--- config.mk ---
export PLATFORM = sky130hd
export DESIGN_NAME = switch_allocator
export DESIGN_NICKNAME = d
export VERILOG_FILES = /design/src/rtl/switch_pkg.sv /design/src/rtl/rr_arbiter.sv /design/src/rtl/switch_allocator.sv
export SDC_FILE = /design/constraint.sdc
export NUM_CORES = 1
export LEC_CHECK = 0
export ABC_CLOCK_PERIOD_IN_PS = 4300
export CAP_MARGIN = 25
export CORE_AREA = 3 3 74 76
export CTS_BUF_LIST = sky130_fd_sc_hd__clkbuf_16
export CTS_CLUSTER_DIAMETER = 100
export CTS_CLUSTER_SIZE = 20
export DETAILED_ROUTE_END_ITERATION = 8
export DIE_AREA = 0 0 77 79
export PLACE_DENSITY = 0.91
export SLEW_MARGIN = 20
export SYNTH_ARGS = -nofsm -noshare
export SYNTH_HDL_FRONTEND = slang
export SYNTH_HIERARCHICAL = 1
export SYNTH_SLANG_ARGS = --single-unit
--- constraint.sdc ---
create_clock -name clk -period 4.3 [get_ports clk]
set_clock_uncertainty 0.1 [all_clocks]
set_input_delay 0.645 -clock clk [delete_from_list [all_inputs] [get_ports clk]]
set_output_delay 0.645 -clock clk [all_outputs]
set_load 0.01 [all_outputs]
--- src/rtl/switch_pkg.sv ---
// Shared types for the switch datapath blocks.
package switch_pkg;

    // Per-outport allocation state: free, or held by one inport until its tail leaves.
    typedef enum logic {
        SA_IDLE = 1'b0,
        SA_BUSY = 1'b1
    } sa_state_t;

endpackage

--- src/rtl/rr_arbiter.sv ---
// Combinational round-robin arbiter: the first requester at or after ptr_i wins,
// scanning upward and wrapping modulo N.
module rr_arbiter #(
    parameter int  N = 4,
    localparam int W = $clog2(N) + ((N == 1) ? 1 : 0)
) (
    input  logic [N-1:0] req_i,
    input  logic [W-1:0] ptr_i,
    output logic [N-1:0] gnt_o,
    output logic [W-1:0] idx_o,
    output logic         any_o
);

    logic [W:0]   sum;
    logic [W-1:0] cand;

    // Walk the N positions starting at ptr_i; the wrap is at N, not at 2^W.
    always_comb begin
        gnt_o = '0;
        idx_o = '0;
        any_o = 1'b0;
        sum   = '0;
        cand  = '0;
        for (int k = 0; k < N; k++) begin
            sum = {1'b0, ptr_i} + (W+1)'(k);
            if (sum >= (W+1)'(N)) begin
                sum = sum - (W+1)'(N);
            end
            cand = sum[W-1:0];
            if (!any_o && req_i[cand]) begin
                gnt_o[cand] = 1'b1;
                idx_o       = cand;
                any_o       = 1'b1;
            end
        end
    end

endmodule

--- src/rtl/switch_allocator.sv ---
// Per-packet output-port allocator. Each outport runs an IDLE/BUSY FSM with an
// owner register and a round-robin pointer; a won connection is held until the
// owner's tail flit is dequeued. All outputs decode registered state only.
//
// Handshake: req[i] is a level held by the input buffer until grant[i] rises;
// grant[i] stays high until the cycle after release_i[i] (a 1-cycle pulse) is
// sampled. out_sel[i] must be stable while req[i] is high.
module switch_allocator
    import switch_pkg::*;
#(
    parameter int  NUM_INPORTS  = 4,
    parameter int  NUM_OUTPORTS = 4,
    localparam int SELECT_SIZE  = $clog2(NUM_OUTPORTS) + ((NUM_OUTPORTS == 1) ? 1 : 0),
    localparam int IN_SEL_SIZE  = $clog2(NUM_INPORTS) + ((NUM_INPORTS == 1) ? 1 : 0)
) (
    input  logic                                clk,
    input  logic                                n_rst,
    input  logic [NUM_INPORTS-1:0]              req,
    input  logic [NUM_INPORTS*SELECT_SIZE-1:0]  out_sel,
    input  logic [NUM_INPORTS-1:0]              release_i,
    output logic [NUM_INPORTS-1:0]              grant,
    output logic [NUM_OUTPORTS*IN_SEL_SIZE-1:0] xbar_sel,
    output logic [NUM_OUTPORTS-1:0]             xbar_valid,
    output logic                                bad_sel
);

    logic bad_sel_q, bad_sel_d;

    // An inport is granted when any allocated outport names it as owner.
    // xbar_sel is already zero for idle outports, so valid gates the decode.
    always_comb begin
        grant = '0;
        for (int o = 0; o < NUM_OUTPORTS; o++) begin
            if (xbar_valid[o]) begin
                grant[xbar_sel[o*IN_SEL_SIZE +: IN_SEL_SIZE]] = 1'b1;
            end
        end
    end

    // Flag any waiting request that names an outport that does not exist.
    always_comb begin
        bad_sel_d = 1'b0;
        for (int i = 0; i < NUM_INPORTS; i++) begin
            if (req[i] && !grant[i] &&
                (int'(out_sel[i*SELECT_SIZE +: SELECT_SIZE]) >= NUM_OUTPORTS)) begin
                bad_sel_d = 1'b1;
            end
        end
    end

    // Registered bad_sel pulse.
    always_ff @(posedge clk or negedge n_rst) begin
        if (!n_rst) begin
            bad_sel_q <= 1'b0;
        end else begin
            bad_sel_q <= bad_sel_d;
        end
    end

    assign bad_sel = bad_sel_q;

    for (genvar o = 0; o < NUM_OUTPORTS; o++) begin : g_out
        sa_state_t              state_q, state_d;
        logic [IN_SEL_SIZE-1:0] owner_q, owner_d;
        logic [IN_SEL_SIZE-1:0] rr_ptr_q, rr_ptr_d;
        logic [IN_SEL_SIZE-1:0] arb_idx;
        logic [NUM_INPORTS-1:0] cand;
        logic [NUM_INPORTS-1:0] arb_gnt;
        logic                   arb_any;
        logic                   unused_arb_gnt;

        // Eligible inports: requesting, not already holding a port, aimed at this outport.
        always_comb begin
            cand = '0;
            for (int i = 0; i < NUM_INPORTS; i++) begin
                cand[i] = req[i] && !grant[i] &&
                          (out_sel[i*SELECT_SIZE +: SELECT_SIZE] == SELECT_SIZE'(o));
            end
        end

        rr_arbiter #(.N(NUM_INPORTS)) u_arb (
            .req_i (cand),
            .ptr_i (rr_ptr_q),
            .gnt_o (arb_gnt),
            .idx_o (arb_idx),
            .any_o (arb_any)
        );

        // Only the encoded winner is needed to load the owner register.
        assign unused_arb_gnt = ^arb_gnt;

        // Next state: allocate from IDLE, free on the owner's release. Because
        // IDLE is always visited for a cycle, a freed outport cannot be re-won
        // on the same edge it is released.
        always_comb begin
            state_d  = state_q;
            owner_d  = owner_q;
            rr_ptr_d = rr_ptr_q;
            case (state_q)
                SA_IDLE: begin
                    if (arb_any) begin
                        state_d  = SA_BUSY;
                        owner_d  = arb_idx;
                        rr_ptr_d = (arb_idx == IN_SEL_SIZE'(NUM_INPORTS - 1))
                                   ? '0 : arb_idx + IN_SEL_SIZE'(1);
                    end
                end
                SA_BUSY: begin
                    if (release_i[owner_q]) begin
                        state_d = SA_IDLE;
                    end
                end
                default: begin
                    state_d = SA_IDLE;
                end
            endcase
        end

        // State, owner and pointer registers; reset abandons any held connection.
        always_ff @(posedge clk or negedge n_rst) begin
            if (!n_rst) begin
                state_q  <= SA_IDLE;
                owner_q  <= '0;
                rr_ptr_q <= '0;
            end else begin
                state_q  <= state_d;
                owner_q  <= owner_d;
                rr_ptr_q <= rr_ptr_d;
            end
        end

        // Crossbar drive: owner while allocated, zero while idle.
        assign xbar_valid[o]                          = (state_q == SA_BUSY);
        assign xbar_sel[o*IN_SEL_SIZE +: IN_SEL_SIZE] = (state_q == SA_BUSY) ? owner_q : '0;
    end

endmodule

* Yosys cells after proc, flatten, opt, wreduce, memory -nomap -nowiden
Cells that the tools add are included.
** Cells by class
- Add/subtract/negate cells :: 32
- $lt $le $gt $ge :: 44
- Eq/ne operators :: 16
- Multiplexer cells :: 120
- Bitwise logic cells :: 7
- Reduce and logical (&&, ||, !) cells :: 60
** Operators with widths (number)
- two-way mux 2 bit :: 40
- less-than comparator 2 x 3 -> 1 bit, second input constant :: 24
- two-way mux 1 bit :: 48
- binary-select mux 1 bit (select 2 bit) :: 20
- greater-or-equal comparator 3 bit, second input constant :: 12
- logical AND 1 bit :: 36
- subtractor 2 x 1 -> 2 bit, second input constant :: 16
- adder 2 x 2 -> 3 bit, second input constant :: 8
- == test 2 bit, second input constant :: 12
- zero test 1 bit :: 16
- two-way mux 4 bit :: 4
- adder 2 x 1 -> 3 bit, second input constant :: 4
- greater-or-equal comparator 2 x 3 -> 1 bit, second input constant :: 4
- bitwise OR 4 bit :: 3
- adder 2 x 1 -> 2 bit, second input constant :: 4
- demux 1 bit (select 2 bit) :: 4
- == test 2 x 1 -> 1 bit, second input constant :: 4
- greater-or-equal comparator 2 x 1 -> 1 bit, second input constant :: 4
- zero test 2 bit :: 4
- case mux 1 bit (2 select lines) :: 4
- AND reduction 2 bit :: 4
- NOT 1 bit :: 4
** Word-level totals
- Register bits :: 20
- Bits of input ports :: 18
- Logic and storage cells :: 291

* Depth between registers and ports, before layout
- Depth after elaboration :: 29
- Gate-level depth with buffers :: 12

* By module
The synthesis kept the hierarchy.
** By module, submodules not included
- rr_arbiter :: instances 4, cells an instance 45, area each 421.7 um2, seq. area each 0.0 um2
- switch_allocator :: instances 1, cells an instance 155, area each 1328.8 um2, seq. area each 500.5 um2

* Worst setup path before layout
Ideal clock, no wire load.
- Path kind :: register to register
- Start point :: register g_out[0].owner_q[0]
- End point :: register g_out[3].rr_ptr_q[1]
- Setup time :: 0.128 ns
- Data arrival time :: 2.739 ns
- Slack :: 1.334 ns
- Stages on the path, launching flop included :: 12
- Buffers on the path :: 2
- Clock period less this slack :: 2.966 ns
- Cell sequence :: dfrtp_1 -> buf_2 -> nand2_1 -> o2111ai_2 -> nor2_1 -> mux4_2 -> buf_6 -> nor4b_4 -> nor2_1 -> a32o_1 -> ha_1 -> mux2_1
** Between the ends
- Word-level cells in the longest chain between the ends :: 29
** Ends and longest elaborated chain
- from (decl) :: line switch_allocator.sv:64 : logic [IN_SEL_SIZE-1:0] owner_q, owner_d;
- from (signal assigned) :: line switch_allocator.sv:127 : owner_q <= owner_d;
- two-way mux 2 bit * :: line switch_allocator.sv:134 : assign xbar_sel[o*IN_SEL_SIZE +: IN_SEL_SIZE] = (state_q == SA_BUSY) ? owner_q : '0;
- less-than comparator 2 x 3 -> 1 bit (not written as such) or greater-or-equal comparator 2 x 1 -> 1 bit (tied branches) :: line switch_allocator.sv:35 : grant[xbar_sel[o*IN_SEL_SIZE +: IN_SEL_SIZE]] = 1'b1;
- logical AND 1 bit (not written as such) :: line switch_allocator.sv:35
- two-way mux 1 bit (not written as such) :: line switch_allocator.sv:35
- demux 1 bit (select 2 bit) * :: line switch_allocator.sv:35
- two-way mux 4 bit * :: line switch_allocator.sv:34 : if (xbar_valid[o]) begin
- bitwise OR 4 bit (no source line)
- two-way mux 4 bit * :: line switch_allocator.sv:34
- [4 not listed]
- named net grant[1] :: line switch_allocator.sv:21 : output logic [NUM_INPORTS-1:0] grant,
- [3 not listed]
- named net g_out[3].cand[1] :: line switch_allocator.sv:67 : logic [NUM_INPORTS-1:0] cand;
- [7 not listed]
- logical AND 1 bit :: line rr_arbiter.sv:30 : if (!any_o && req_i[cand]) begin
- two-way mux 1 bit :: line rr_arbiter.sv:30
- zero test 1 bit :: line rr_arbiter.sv:30
- logical AND 1 bit :: line rr_arbiter.sv:30
- two-way mux 2 bit * :: line rr_arbiter.sv:30
- named net g_out[3].arb_idx[1] :: line switch_allocator.sv:66 : logic [IN_SEL_SIZE-1:0] arb_idx;
- adder 2 x 1 -> 2 bit or == test 2 bit (tied branches) :: line switch_allocator.sv:105, switch_allocator.sv:104
- two-way mux 2 bit * :: line switch_allocator.sv:105 : ? '0 : arb_idx + IN_SEL_SIZE'(1);
- to (signal assigned) :: line switch_allocator.sv:128 : rr_ptr_q <= rr_ptr_d;
- to (decl) :: line switch_allocator.sv:65 : logic [IN_SEL_SIZE-1:0] rr_ptr_q, rr_ptr_d;
The timed path passes the listed nets; every way through them passes the cells marked *. The select of a mux whose other input is x is not followed.
A chain may end at the register's enable or synchronous reset.

* Worst setup path after layout
- Start point :: input port out_sel[5]
- End point :: register g_out[3].rr_ptr_q[1]
** Between the ends
- Word-level cells in the longest chain between the ends :: 16
** Ends and longest elaborated chain
- from (decl) :: line switch_allocator.sv:19 : input logic [NUM_INPORTS*SELECT_SIZE-1:0] out_sel,
- == test 2 bit * :: line switch_allocator.sv:77 : (out_sel[i*SELECT_SIZE +: SELECT_SIZE] == SELECT_SIZE'(o));
- logical AND 1 bit * :: line switch_allocator.sv:76 : cand[i] = req[i] && !grant[i] &&
- named net g_out[3].cand[2] :: line switch_allocator.sv:67
- binary-select mux 1 bit (select 2 bit) :: line rr_arbiter.sv:30
- two-way mux 1 bit (not written as such) :: line rr_arbiter.sv:30
- two-way mux 1 bit :: line rr_arbiter.sv:30
- zero test 1 bit :: line rr_arbiter.sv:30
- logical AND 1 bit :: line rr_arbiter.sv:30
- [2 not listed]
- logical AND 1 bit :: line rr_arbiter.sv:30
- two-way mux 1 bit :: line rr_arbiter.sv:30
- zero test 1 bit :: line rr_arbiter.sv:30
- logical AND 1 bit :: line rr_arbiter.sv:30
- two-way mux 2 bit * :: line rr_arbiter.sv:30
- named net g_out[3].arb_idx[0] :: line switch_allocator.sv:66
- adder 2 x 1 -> 2 bit or == test 2 bit (tied branches) :: line switch_allocator.sv:105, switch_allocator.sv:104
- two-way mux 2 bit * :: line switch_allocator.sv:105
Marked as above.

==> results.cfg <==
[detailed_routing]
vias = 2109
wl_met3_um = 295
ant_nets = 0
met1Wirelength_um = 2520
drc = 0
wl_per_cell_um = 15.37
wl_um = 5455
drtIter0Drc = 129
top_layer_used = met4
post_drt_via_cell_ratio = 5.941
firstDrtPassIters = 4
dr_wl_met2_um = 2550

[global_routing]
grt_use_total_pct = 18.35
grt_pass1_wl_um = 9066
grt_max_degree = 21
grt_overflow_total = 0
grt_pass1_vias = 1937
antenna_found_initial = 0

[critical_path]
cp_max_fo = 6
path_class = input port to register
crit_required_ns = 4.33
end_kind = register
critPathLaunchType = input port
worst-endpoint-arrival_ns = 3.40

[timing]
rsz0062_at_grt = false
fin_crit_ns = 3.365
timing.fmax_mhz = 297.2
worst_slew_pin_slew_ns = 0.7678
fin_tns_setup_ns = 0
maxSlewHeadroom_pct = 48.34
finalHoldViolCount = 0
setup_viol = 0
final_max_slew_viol_count = 0
finalCritPeriodShare_pct = 78.25
layout_setup_ws_ns = 0.9353

[outcome]
status = finished clean

[clocking]
cts_inserted_buffers = 3
cts_tree = yes
htreeDepth = 1
post-cts-setup-buffers = 0
clockBufferDepth = 2
cts.clk_slew.worst_paths_ns = 0.05
insertion_delay_ns = 0.25
cts_root_buf = clkbuf_16
cts_sinks = 20
cts_hold_buf = 0
cts-resized-gates = 0

[synth]
synth_warnings = 6
syn-num-nets = 297
syn_area_mm2 = 0.002495
netlist_instances = 271
syn_area_per_cell_um2 = 9.206

[cells_and_area]
nets = 315
syn_to_final_growth_pct = 13.69
diodes = 0
fillers = 439
final_common_cell = nand2_1
final_cell_mix = nand2_1, clkdlybuf4s50_1, dfrtp_1
drive_above_1_share_pct = 10.42
final_util_pct = 59.27

[floorplan]
placementRows = 25
core_area_mm2 = 0.004786
die_x_um = 77
dieArea_mm2 = 0.006083
start_util_pct = 52.13
io_pins = 35
die_h_um = 79

[placement]
place.gp.congestion = 0.9054
place_hpwl_um = 4395
io_buffers = 33
dpl_worst_slack_ns = 0.6817

[power]
p_leak_nw = 1.228
power_density_mw_per_mm2 = 623.7
irDropWorstVdd_mv = 0.1997

[worst_hold_path]
hold_path_class = register to register

[job]
maxCapViolations = 0
## path summary, 6_finish.rpt
kind,slack [ns],endpoint,startpoint,cells past startpoint
min in group asynchronous,0.60,g_out[2].rr_ptr_q[1],n_rst,1
worst max-delay path,0.94,g_out[3].rr_ptr_q[1],out_sel[5],9
worst min-delay path,0.47,g_out[2].owner_q[1],g_out[2].owner_q[1],2
worst min register to register,0.47,g_out[2].owner_q[1],g_out[2].owner_q[1],2
max in group asynchronous,3.06,g_out[3].owner_q[1],n_rst,2
worst max register to register,1.06,g_out[3].rr_ptr_q[1],g_out[3].state_q,9
## per-stage QoR
step	power, mW	cells	area [µm²]	hold WS, ns
detailed placement	1.570	350	2746	0.4514
global placement	1.507	350	2746	0.4211
floorplan	1.343	271	2495	0.2494
CTS	1.764	354	2825	0.4652
global route	1.906	355	2836	0.4971
finish	1.769	355	2836	0.4652
## sequential cells by signal, summed over array words and instances, names as in the netlist
name / flops
g_out.rr_ptr_q: 8
g_out.state_q: 4
g_out.owner_q: 8
## routing by layer
metal	up-vias	GRT usage [%]
li1	1026	-
met1	991	24.53
met2	83	30.75
met3	9	2.041
met4	0	6.940
met5	-	0
## area by class of cell
cell class	count	area (µm²)	area share [%]
Clock buffer	3	75.07	2.647
Clock inverter	1	3.754	0.1323
Inverter	20	75.07	2.647
Multi-Input combinational cell	210	1757	61.93
Sequential cell	20	500.5	17.64
Tap cell	67	83.83	2.955
Timing Repair Buffer	34	341.6	12.04
## worst max-delay path: stages
cell and delay, ns:
clkdlybuf4s50_1 0.50, inv_1 0.06, nor4_1 0.63, mux4_2 0.47
and2b_2 0.23, o21ai_0 0.14, o31ai_1 0.14, ha_1 0.31
mux2_1 0.27
## where the power goes
| part | total (mW) | switching [mW] | internal [mW] |
|---|---|---|---|
| registers | 0.473 | 0.201 | 0.273 |
| logic | 1.11 | 0.554 | 0.552 |
| clock network | 0.190 | 0.0662 | 0.124 |
Power figures use the tool's default switching activity.
